==> src/rtl/fabric_stream_fifo.sv <==
// Valid/ready stream FIFO with arbitrary depth, registered occupancy flags
// and an optional zero-latency bypass path when empty.
module fabric_stream_fifo #(
  parameter int unsigned WIDTH    = 32,
  parameter int unsigned DEPTH    = 4,
  parameter int unsigned BYPASS   = 0,
  parameter int unsigned AF_LEVEL = DEPTH - 1
) (
  input  logic                       clk,
  input  logic                       rst_n,
  input  logic                       in_valid,
  output logic                       in_ready,
  input  logic [WIDTH-1:0]           in_data,
  output logic                       out_valid,
  input  logic                       out_ready,
  output logic [WIDTH-1:0]           out_data,
  output logic [$clog2(DEPTH+1)-1:0] count,
  output logic                       almost_full
);

  localparam int unsigned CW  = $clog2(DEPTH + 1);
  localparam int unsigned PW  = (DEPTH > 1) ? $clog2(DEPTH) : 1;
  localparam bit          BYP = (BYPASS != 0);

  logic [WIDTH-1:0] mem [DEPTH];
  logic [PW-1:0]    wr_ptr, wr_ptr_d;
  logic [PW-1:0]    rd_ptr, rd_ptr_d;
  logic [CW-1:0]    count_d;
  logic             nonempty, nonempty_d;
  logic             in_ready_d, almost_full_d;
  logic             push, pop, bypass_hit, wr_en, rd_en;

  // Non-power-of-2 safe pointer increment.
  function automatic logic [PW-1:0] ptr_inc(input logic [PW-1:0] p);
    return (p == PW'(DEPTH - 1)) ? '0 : p + PW'(1);
  endfunction

  // Handshakes; a bypassed beat touches neither storage nor pointers.
  always_comb begin
    out_valid  = nonempty || (BYP && in_valid);
    out_data   = (BYP && !nonempty) ? in_data : mem[rd_ptr];
    push       = in_valid && in_ready;
    pop        = out_valid && out_ready;
    bypass_hit = BYP && !nonempty && in_valid && out_ready;
    wr_en      = push && !bypass_hit;
    rd_en      = pop && !bypass_hit;
  end

  // Next-state for pointers, occupancy and the registered flags.
  always_comb begin
    wr_ptr_d      = wr_ptr;
    rd_ptr_d      = rd_ptr;
    count_d       = count;
    if (wr_en) wr_ptr_d = ptr_inc(wr_ptr);
    if (rd_en) rd_ptr_d = ptr_inc(rd_ptr);
    if (wr_en && !rd_en) begin
      count_d = count + CW'(1);
    end else if (!wr_en && rd_en) begin
      count_d = count - CW'(1);
    end
    nonempty_d    = (count_d != '0);
    in_ready_d    = (count_d < CW'(DEPTH));
    almost_full_d = (count_d >= CW'(AF_LEVEL));
  end

  always_ff @(posedge clk or negedge rst_n) begin
    if (!rst_n) begin
      wr_ptr      <= '0;
      rd_ptr      <= '0;
      count       <= '0;
      nonempty    <= 1'b0;
      in_ready    <= 1'b1;
      almost_full <= 1'b0;
    end else begin
      wr_ptr      <= wr_ptr_d;
      rd_ptr      <= rd_ptr_d;
      count       <= count_d;
      nonempty    <= nonempty_d;
      in_ready    <= in_ready_d;
      almost_full <= almost_full_d;
    end
  end

  // Storage is deliberately left out of reset.
  always_ff @(posedge clk) begin
    if (wr_en) mem[wr_ptr] <= in_data;
  end

`ifdef FABRIC_ASSERTIONS_ON
  if (WIDTH == 0 || DEPTH == 0 || AF_LEVEL == 0 || AF_LEVEL > DEPTH) begin : g_bad_params
    $fatal(1, "fabric_stream_fifo: illegal parameters");
  end

  a_count_max: assert property (@(posedge clk) disable iff (!rst_n)
    count <= CW'(DEPTH));

  a_out_hold: assert property (@(posedge clk) disable iff (!rst_n)
    (out_valid && !out_ready) |=> (out_valid && $stable(out_data)));
`endif

endmodule

==> config.mk <==
export PLATFORM = sky130hd
export DESIGN_NAME = fabric_stream_fifo
export DESIGN_NICKNAME = d
export VERILOG_FILES = /design/src/rtl/fabric_stream_fifo.sv
export SDC_FILE = /design/constraint.sdc
export NUM_CORES = 1
export LEC_CHECK = 0
export BUFFER_PORTS_ARGS = -buffer_cell sky130_fd_sc_hd__buf_2
export CELL_PAD_IN_SITES_DETAIL_PLACEMENT = 0
export CELL_PAD_IN_SITES_GLOBAL_PLACEMENT = 1
export CORE_MARGIN = 1.5
export CORE_UTILIZATION = 45
export DETAILED_ROUTE_END_ITERATION = 10
export HOLD_SLACK_MARGIN = 0.03
export PLACE_DENSITY = 0.8
export SYNTH_ARGS = -nofsm -noshare
export SYNTH_HDL_FRONTEND = slang
export SYNTH_SLANG_ARGS = --single-unit
==> constraint.sdc <==
create_clock -name clk -period 1.53 [get_ports clk]
set_input_delay 0.2295 -clock clk [delete_from_list [all_inputs] [get_ports clk]]
set_output_delay 0.2295 -clock clk [all_outputs]
set_load 0.01 [all_outputs]
======== Yosys cells after proc, flatten, opt, wreduce, memory -nomap -nowiden ========
Memories as Yosys holds them, arrays and structs flattened.
Index checks and enable logic that the tools add are counted.
storage, ports and cells
  memories kept ........................... 1
  flip-flop bits (word level) ............. 10
  memory bits (writable) .................. 128
  latch bits .............................. 0
  ROM bits ................................ 0
operators by class
  shift-type cells ........................ 0
  mux-type cells .......................... 6
  eq/ne operators ......................... 2
  multipliers ............................. 0
  order comparisons ....................... 2
  reductions and logical operators ........ 7
  add/subtract/negate cells ............... 4
  bitwise gates (word level) .............. 0
  divide/modulo/power cells ............... 0
memory list
  memory  depth  bits a word  read ports  clocked after memory_dff  wr ports  line  source
  mem     4      32           1           0                         1         25    logic [WIDTH-1:0] mem [DEPTH];
operators by type and width
  cell                 count
  $mux 3               2
  $add 2x1->2 const B  2
  $eq 2x2->1 const B   2
  $logic_and 1x1->1    4
  $mux 2               2
  $add 3x1->3 const B  1
  $ge 3x2->1 const B   1
  $lt 3x3->1 const B   1
  $reduce_bool 3->1    1
  $sub 3x1->3 const B  1
  $logic_not 1->1      2
  $mux 1               2

======== Depth between registers and ports, before layout ========
Gate-level depths: netlist of run 1.
  depth after elaboration ................. 6
  mapped depth ............................ 6
  gate-level depth less buffers ........... 6

======== Least setup slack after synthesis of run 1 ========
OpenSTA, ideal clock, no wires.
  path type ............................... reg2reg
  from .................................... register wr_ptr[0]
  to ...................................... memory mem[2][0], enable pin
  required time ........................... 1.156 ns
  slack ................................... 0.016 ns
  arrival time ............................ 1.140 ns
  stages on the path, launching flop included .. 4
  clock period less this slack ............ 1.514 ns
  cell sequence ........................... dfrtp_1 inv_1 ha_1 and3_2
RTL lines
  element                 line  source
  from (decl)             26    logic [PW-1:0] wr_ptr, wr_ptr_d;
  from (signal assigned)  75    wr_ptr <= wr_ptr_d;
  to (decl)               25
Straight into the memory's write port.

======== Worst setup path after layout of run 1 ========
  from .................................... register rd_ptr[0]
  to ...................................... output port out_data[4]
between the ends
  longest elaborated chain between the ends .. 1
RTL lines
  element                 line  source
  from (decl)             27    logic [PW-1:0] rd_ptr, rd_ptr_d;
  from (signal assigned)  76    rd_ptr <= rd_ptr_d;
  $mem_v2 4x32            -
  to (decl)               16    output logic [WIDTH-1:0] out_data,
Every way passes these cells.

==> results of run 1 <==
==> through the flow <==
stage	TNS (ps)	worst slack, ps	total power, uW	cells	cell area (um^2)
2_1_floorplan	0	15.8	7490	222	5250
3_3_place_gp	-51.5	-19.7	8730	443	5900
3_5_place_dp	-46.5	-17.2	8820	443	5900
4_1_cts	-13490	-455	13200	501	6830
5_1_grt	-14620	-491	13900	502	6880
6_report	-12370	-421	13200	502	6880
==> cells in the final DEF, fill, tap and decap left out, types with 2 or more instances in the layout <==
master,n
and3_2,4
buf_12,7
buf_2,54
buf_4,6
buf_6,20
bufinv_16,3
clkbuf_16,17
clkinv_2,3
clkinv_4,2
clkinvlp_4,4
dfrtp_1,5
dfrtp_2,4
dlygate4sd3_1,25
edfxtp_1,128
ha_1,7
inv_1,4
inv_6,2
mux2_2,3
mux4_2,32
nand2_2,2
nand3_1,2
nor3_1,3
o31ai_1,2
xnor2_1,2
==> report_power, final <==
group / internal [uW] / switching, uW / total (uW)
clock: 2560 / 1480 / 4040
combinational: 2230 / 1850 / 4080
sequential: 4810 / 283 / 5090
total: 9600 / 3620 / 13200
==> area by class of cell <==
cell class | count | area, um^2
flip-flops and latches | 138 | 4100
clock buffers | 17 | 425
diodes | 1 | 2.50
repair buffers | 112 | 931
clock inverters | 15 | 174
multi-input cells | 71 | 1050
inverters | 5 | 18.8
well taps | 143 | 179
fillers | 849 | 4540
==> registers in the layout, summed over array words and instances (netlist names) <==
register	count
out_valid	1
wr_ptr	2
almost_full	1
count	3
in_ready	1
rd_ptr	2
mem	128
==> timing repair <==
action                                  4_1_cts  5_1_grt
setup buffers                                 1        0
gates resized for setup                      15       11
endpoints found under the setup margin       32       34
hold endpoints to repair                    102        0
hold buffers                                 25        0
==> how the worst min path moves through the flow <==
stage,start,cells after the start,endpoint
3_3_place_gp,rst_n,1,count[2]
3_5_place_dp,rst_n,1,count[2]
2_1_floorplan,rst_n,0,almost_full
6_report,in_data[0],1,mem[3][0]
5_1_grt,in_data[18],1,mem[0][18]
4_1_cts,in_data[0],1,mem[3][0]
==> cell usage after synthesis, drive strengths merged <==
cell type	count	share of area [%]
edfxtp	128	73
mux2	3	0.64
nand2	3	0.31
nand3	2	0.19
dfrtp	9	4.3
o221ai	1	0.17
inv	5	0.36
a21oi	2	0.19
dfstp	1	0.50
mux2i	1	0.19
nor2	1	0.071
a21boi	1	0.14
ha	7	1.7
mux4	32	14
xnor2	2	0.33
nor3b	1	0.14
a21o	2	0.31
o31ai	2	0.29
buf	7	1.5
nor3	3	0.29
and3	5	0.69
xor2	2	0.48
clkbuf	1	0.071
o211ai	1	0.14
==> routing by layer <==
layer  global-route usage (%)  wire (um)  vias up
met5                        0          0        -
met1                     20.0       3860     1296
li1                         -          -     1176
met4                     5.99        108        0
met3                     5.80        489       12
met2                     27.4       4680       78
==> cell families (layout without fill, tap and decap cells) <==
group                    after synthesis  after routing  share of synthesized area, %
flip-flops                           138            138                          78.0
AND/OR/NAND/NOR                       15             15                          1.69
adder cells (fa/ha/maj)                7              7                          1.67
buffers and inverters                 13            149                          1.98
XOR/XNOR                               4              4                         0.810
other                                  0              1                             0
AO/OA/AOI/OAI                          9              9                          1.24
multiplexers                          36             36                          14.6
==> flow_metrics.tcl, run 1 <==
set metrics [dict create \
    post-dp-hpwl_um 5590 \
    ioPinCount 74 \
    start_kind "flop" \
    seq_area_frac_synth_pct 78.0 \
    port_buffers 73 \
    worst_pin_slew_ps 268 \
    core_um2 11400 \
    setup_ws_ps -421 \
    min_path_type "input port to flop" \
    clk_latency_ps 410 \
    cap_violations 0 \
    die-area_um2 12300 \
    root_buffer "clkbuf_16" \
    overflow 0 \
    grt_pass1_wl_um 14800 \
    ys_ff_latch 138 \
    netlist_area_um2 5250 \
    nNetsFinal 388 \
    relSlewSlack_pct 82.1 \
    reg2regPathDepth 4 \
    final_antenna_net_count 0 \
    clk_pin_slew_ps 50 \
    r2r_slack_ps 110 \
    num_vias 2562 \
    setup_viol 32 \
    crit_path_end "out_data[4]" \
    final_max_slew_viol_count 0 \
    routed_via_density 5.10 \
    grt_pass1_vias 2785 \
    gp_congestion 0.744 \
    fin_util_pct 60.3 \
    cts_max_path_buffers 2 \
    die_x_um 111 \
    ys_warn_count 0 \
    rsz0062_at_grt "yes" \
    fin_skew_ps 4.68 \
    grtUsageTotal_pct 16.4 \
    cp_max_fo 14 \
    post_drt_wl_per_cell_um 18.2 \
    drive_above_1_share_pct 46.9 \
    p_per_area_nw_per_um2 1920 \
    fin_crit_sh_pct 127 \
    cts_tree "done" \
    numCtsBuffers 17 \
    drc 0 \
    critPathBufInv 2 \
    avgSynthCellArea_um2 23.7 \
    synthDistinctLibCells 32 \
    grt_antenna_before_repair 1 \
    p_leak_uw 0.00246 \
    critical_path_depth 3 \
    finalHoldViolations 0 \
    syn_to_final_growth_pct 31.1 \
    required_ps 1300 \
    cp.arrival_ps 1720 \
    cp_slowest_cell "mux4_2" \
    fp.dieH_um 111 \
    routed_wl_um 9140 \
    std_cell_rows 39 \
    drt_pre_antenna_iters 6 \
    status "finished with violations" \
    irDropWorstVdd_v 0.00168 \
    timing.rr.start "wr_ptr[0]" \
    grt_max_degree 22 \
    fin_hold_ws_ps 44.4 \
    cts_sinks 138 \
    postSynthNetCount 265 \
    violations "setup timing" \
    syn_inst 222 \
    cp-startpoint "rd_ptr[0]" \
    drt_iter0_markers 124 \
    crit_type "flop to output pin" \
    max_freq_mhz 513 \
    initial_core_util_pct 46.0 \
    end_kind "output pin" \
    crit_family "multiplexers" \
    path_cells "buf_12 -> mux4_2 -> buf_6" \
    r2r_end "mem[2][11]" \
    period_needed_ps 1950 \
    htreeDepth 4 \
    cpPeakStageDelay_ps 540 \
]
Note: power is estimated with default switching activity, not from simulation.
==> run 2, diff against run 1 <==
--- a/config.mk
+++ b/config.mk
@@ -13,6 +13,7 @@
 export DETAILED_ROUTE_END_ITERATION = 10
 export HOLD_SLACK_MARGIN = 0.03
 export PLACE_DENSITY = 0.8
+export RECOVER_POWER = 25
 export SYNTH_ARGS = -nofsm -noshare
 export SYNTH_HDL_FRONTEND = slang
 export SYNTH_SLANG_ARGS = --single-unit
==> run 2 against run 1 <==
Net effect: the run still ends with setup timing left; final cell count did not move; clock power about the same; total power about the same; critical path depth unchanged; first-iteration DRC count increased by 17%; combinational power about the same; clock skew about the same; count of clock-buffer cells in the layout unchanged; critical path type unchanged; largest power group unchanged; highest routed layer unchanged.
==> flow_metrics.tcl, run 2 (synthesis gave the netlist of run 1 again) <==
set metrics [dict create \
    status "finished with violations" \
    violations "setup timing" \
    cp_slowest_cell "mux4_2" \
    final_max_slew_viol_count 0 \
    grt_max_degree 22 \
    relSlewSlack_pct 57.1 \
    top_layer "met4" \
    setup_ws_ps -418 \
    drive_above_1_share_pct 42.2 \
    period_needed_ps 1950 \
    rsz0062_at_grt "yes" \
    grt_antenna_before_repair 1 \
    cp.arrival_ps 1720 \
    core_um2 11400 \
    cts_max_path_buffers 2 \
    final_antenna_net_count 0 \
    p_per_area_nw_per_um2 1930 \
    cts_sinks 138 \
    top_regs "mem (128), count (3)" \
    drc 0 \
    syn_to_final_growth_pct 30.7 \
    fin_util_pct 60.1 \
    nNetsFinal 388 \
    std_cell_rows 39 \
    ioPinCount 74 \
    crit_type "flop to output pin" \
    fin_crit_sh_pct 127 \
    dp.cells 443 \
    final_common_cell "edfxtp_1" \
    finalSetupTns_ps -12380 \
    required_ps 1300 \
    die-area_um2 12300 \
    cp_max_fo 14 \
    finalHoldViolations 0 \
    fp.dieH_um 111 \
    cpPeakStageDelay_ps 540 \
    layout_common_cells "edfxtp_1, buf_2, mux4_2" \
    routedLengthMet1_um 3830 \
    cts_tree "done" \
    num_vias 2565 \
    initial_core_util_pct 46.0 \
    irDropWorstVdd_v 0.00168 \
    clk_latency_ps 410 \
    gp_congestion 0.744 \
    min_path_type "input port to flop" \
    grtUsageTotal_pct 16.4 \
    fill_cells 855 \
    wl_met3_um 478 \
    routed_wl_um 9150 \
    start_kind "flop" \
    setup_viol 32 \
    fin_hold_ws_ps 100 \
    cap_violations 0 \
    largest_reg_flops 128 \
    overflow 0 \
    path_cells "buf_12 -> mux4_2 -> buf_6" \
    clk_pin_slew_ps 50 \
    root_buffer "clkbuf_16" \
    regMostFlops "mem" \
    port_buffers 73 \
    worst_pin_slew_ps 644 \
    die_x_um 111 \
    drt_pre_antenna_iters 4 \
    wl_met2_um 4730 \
    fin_cells 502 \
    post_drt_wl_per_cell_um 18.2 \
    fin_skew_ps 4.70 \
    routed_via_density 5.11 \
    grt_pass1_vias 2785 \
    end_kind "output pin" \
    grt_pass1_wl_um 14800 \
    p_leak_uw 0.00242 \
    numCtsBuffers 17 \
    post-dp-hpwl_um 5590 \
    max_freq_mhz 513 \
    htreeDepth 4 \
    drt_iter0_markers 145 \
]
-- run 2: path summary, 6_finish.rpt --
path                                 start     endpoint  slack, ps  cells past startpoint
worst max register to register   wr_ptr[0]   mem[2][11]        110                      4
worst max-delay path             rd_ptr[0]  out_data[4]       -420                      3
worst min-delay path            in_data[0]    mem[3][0]        100                      1
min in group asynchronous            rst_n     count[2]        350                      2
worst min register to register   wr_ptr[1]    wr_ptr[1]        580                      1
max in group asynchronous            rst_n    rd_ptr[0]        720                      2
-- run 2: per-layer routing --
layer	vias up	track usage, %
met5	-	0
met4	0	5.99
met3	12	5.80
met2	78	27.4
met1	1299	20.0
li1	1176	-
-- run 2: critical path: cells and delay by family (launching register included) --
family | cells | cell delay [ps]
flops | 1 | 430
buf+inv | 2 | 330
mux | 1 | 540
-- run 2: cell type report --
class                      instances  area (um^2)  area share (%)
inverter                           5         18.8           0.274
sequential                       138         4100            59.8
clock inverter                    15          174            2.53
tap                              143          179            2.61
multi-input combinational         71         1050            15.3
antenna                            1         2.50          0.0365
clock buffer                      17          425            6.20
timing repair buffer             112          910            13.3
-- run 2: what timing repair did --
action / in CTS / in global routing
hold buffers: 25 / 0
gates resized for setup: 15 / 11
setup buffers: 1 / 0
pin swaps: 0 / 0
hold endpoints to repair: 102 / 0
setup endpoints to repair: 32 / 34
-- run 2: stage by stage --
step | power, uW | area (um^2) | setup slack (ps)
after detailed placement | 8820 | 5900 | -17.2
after floorplan | 7490 | 5250 | 15.8
final | 13200 | 6860 | -418
after global routing | 13900 | 6860 | -491
after CTS | 13200 | 6830 | -455
after global placement | 8730 | 5900 | -19.7
-- run 2: where the power goes --
group          internal, uW  total (uW)  switching [uW]
sequential             4810        5090             283
combinational          2230        4080            1850
clock                  2560        4030            1480
==> run 3, diff against run 2 <==
--- a/config.mk
+++ b/config.mk
@@ -8,7 +8,6 @@
 export BUFFER_PORTS_ARGS = -buffer_cell sky130_fd_sc_hd__buf_2
 export CELL_PAD_IN_SITES_DETAIL_PLACEMENT = 0
 export CELL_PAD_IN_SITES_GLOBAL_PLACEMENT = 1
-export CORE_MARGIN = 1.5
 export CORE_UTILIZATION = 45
 export DETAILED_ROUTE_END_ITERATION = 10
 export HOLD_SLACK_MARGIN = 0.03
==> run 3 against run 2 <==
Net effect: the run still ends with setup timing left; non-clock buffer count rose by 5; count of clock-buffer cells in the layout rose by 1; worst hold slack improved by 1.7 ps; clock skew rose by 3.0 ps.
==> flow_metrics.tcl, run 3 (synthesis gave the netlist of run 1 again) <==
set metrics [dict create \
    ioPinCount 74 \
    dp.cells 446 \
    routed_wl_um 9150 \
    crit_family "multiplexers" \
    multi_input_area_um2 1050 \
    syn_to_final_growth_pct 31.2 \
    root_buffer "clkbuf_16" \
    post_drt_wl_per_cell_um 18.1 \
    cts_sinks 138 \
    irDropWorstVdd_v 0.00133 \
    start_kind "flop" \
    r2r_slack_ps 120 \
    ff_latch_area_um2 4100 \
    cp_slowest_cell "mux4_2" \
    die_x_um 110 \
    grt_pass1_wl_um 13700 \
    required_ps 1300 \
    port_buffers 73 \
    regMostFlops "mem" \
    fin_crit_sh_pct 128 \
    cp.arrival_ps 1730 \
    overflow 0 \
    p_leak_uw 0.00244 \
    relSlewSlack_pct 60.4 \
    layout_common_cells "edfxtp_1, buf_2, mux4_2" \
    routed_via_density 5.15 \
    drt_pre_antenna_iters 4 \
    cpPeakStageDelay_ps 540 \
    numCtsBuffers 17 \
    grtUsageTotal_pct 16.5 \
    core_um2 11400 \
    grt_antenna_before_repair 1 \
    status "finished with violations" \
    fp.dieH_um 110 \
    path_cells "buf_12 -> mux4_2 -> buf_6" \
    cts_max_path_buffers 2 \
    setup_viol 32 \
    largest_reg_flops 128 \
    num_vias 2608 \
    cap_violations 0 \
    nNetsFinal 393 \
    fin_cells 506 \
    std_cell_rows 39 \
    min_path_type "input port to flop" \
    p_per_area_nw_per_um2 1910 \
    clk_pin_slew_ps 50 \
    fin_hold_ws_ps 102 \
    setup_ws_ps -433 \
    clk_latency_ps 410 \
    max_freq_mhz 509 \
    die-area_um2 12100 \
    finalHoldViolations 0 \
    cts_tree "done" \
    final_common_cell "edfxtp_1" \
    end_kind "output pin" \
    drt_iter0_markers 99 \
    post-dp-hpwl_um 5540 \
    drive_above_1_share_pct 40.1 \
    violations "setup timing" \
    rsz0062_at_grt "yes" \
    grt_max_degree 26 \
    initial_core_util_pct 46.0 \
    cp_max_fo 14 \
    drc 0 \
    final_antenna_net_count 0 \
    critPathBufInv 2 \
    final_max_slew_viol_count 0 \
    worst_pin_slew_ps 593 \
    period_needed_ps 1960 \
    gp_congestion 0.733 \
    crit_type "flop to output pin" \
    grt_pass1_vias 2683 \
    fin_skew_ps 7.72 \
    htreeDepth 4 \
    top_regs "mem (128), count (3)" \
    fill_cells 826 \
]
run 3: cell types whose count changed in the layout (fill, tap and decap cells not counted), moves of 2 or more:
| cell | delta |
|---|---|
| buf_4 | +3 |
| clkinvlp_4 | -3 |
| inv_6 | -2 |
| dlygate4sd3_1 | +2 |
| clkinv_1 | +6 |
| buf_2 | -2 |
| clkinv_4 | -2 |
run 3: report_power, final:
part	leakage, uW	total (uW)	switching [uW]	internal [uW]
sequential	0.00128	5080	267	4810
clock	0.000272	3880	1380	2500
combinational	0.000890	4190	1890	2300
total	0.00244	13100	3540	9610
run 3: final cells by class:
class / count / area share, %
Inverter: 5 / 0.272
Multi-Input combinational cell: 71 / 15.3
Tap cell: 143 / 2.60
Timing Repair Buffer: 117 / 14.1
Clock inverter: 13 / 1.94
Antenna cell: 1 / 0.0363
Sequential cell: 138 / 59.5
Clock buffer: 18 / 6.23
run 3: routing by layer:
layer / wire length [um] / GRT usage (%)
met1: 3770 / 18.7
met2: 4790 / 27.5
met3: 462 / 6.58
met4: 125 / 7.14
met5: 0 / 0
run 3: per-stage QoR:
stage          power (uW)  setup WS, ps  cell area (um^2)  utilization (%)  setup TNS [ps]
4_1_cts             13100          -476              6830             59.8          -14020
5_1_grt             13800          -502              6890             60.3          -15160
6_report            13100          -433              6890             60.3          -12880
2_1_floorplan        7490          15.8              5250                -               0
3_5_place_dp         8850         -24.0              5930             52.0            -128
3_3_place_gp         8790         -12.0              5930             52.0           -37.2
run 3: timing repair:
item,CTS,global route
endpoints found under the setup margin,32,34
resized for setup,12,14
hold buffers,27,0
buffers inserted,1,0
gates cloned,0,0
hold endpoints to repair,111,0
run 3: final timing paths:
kind	from	to	cells after the start
setup / recovery	rd_ptr[0]	out_data[2]	3
hold / removal	in_data[17]	mem[0][17]	1
min in group asynchronous	rst_n	rd_ptr[0]	2
setup reg to reg	wr_ptr[0]	mem[2][9]	4
hold reg to reg	wr_ptr[1]	wr_ptr[1]	1
max in group asynchronous	rst_n	count[0]	2
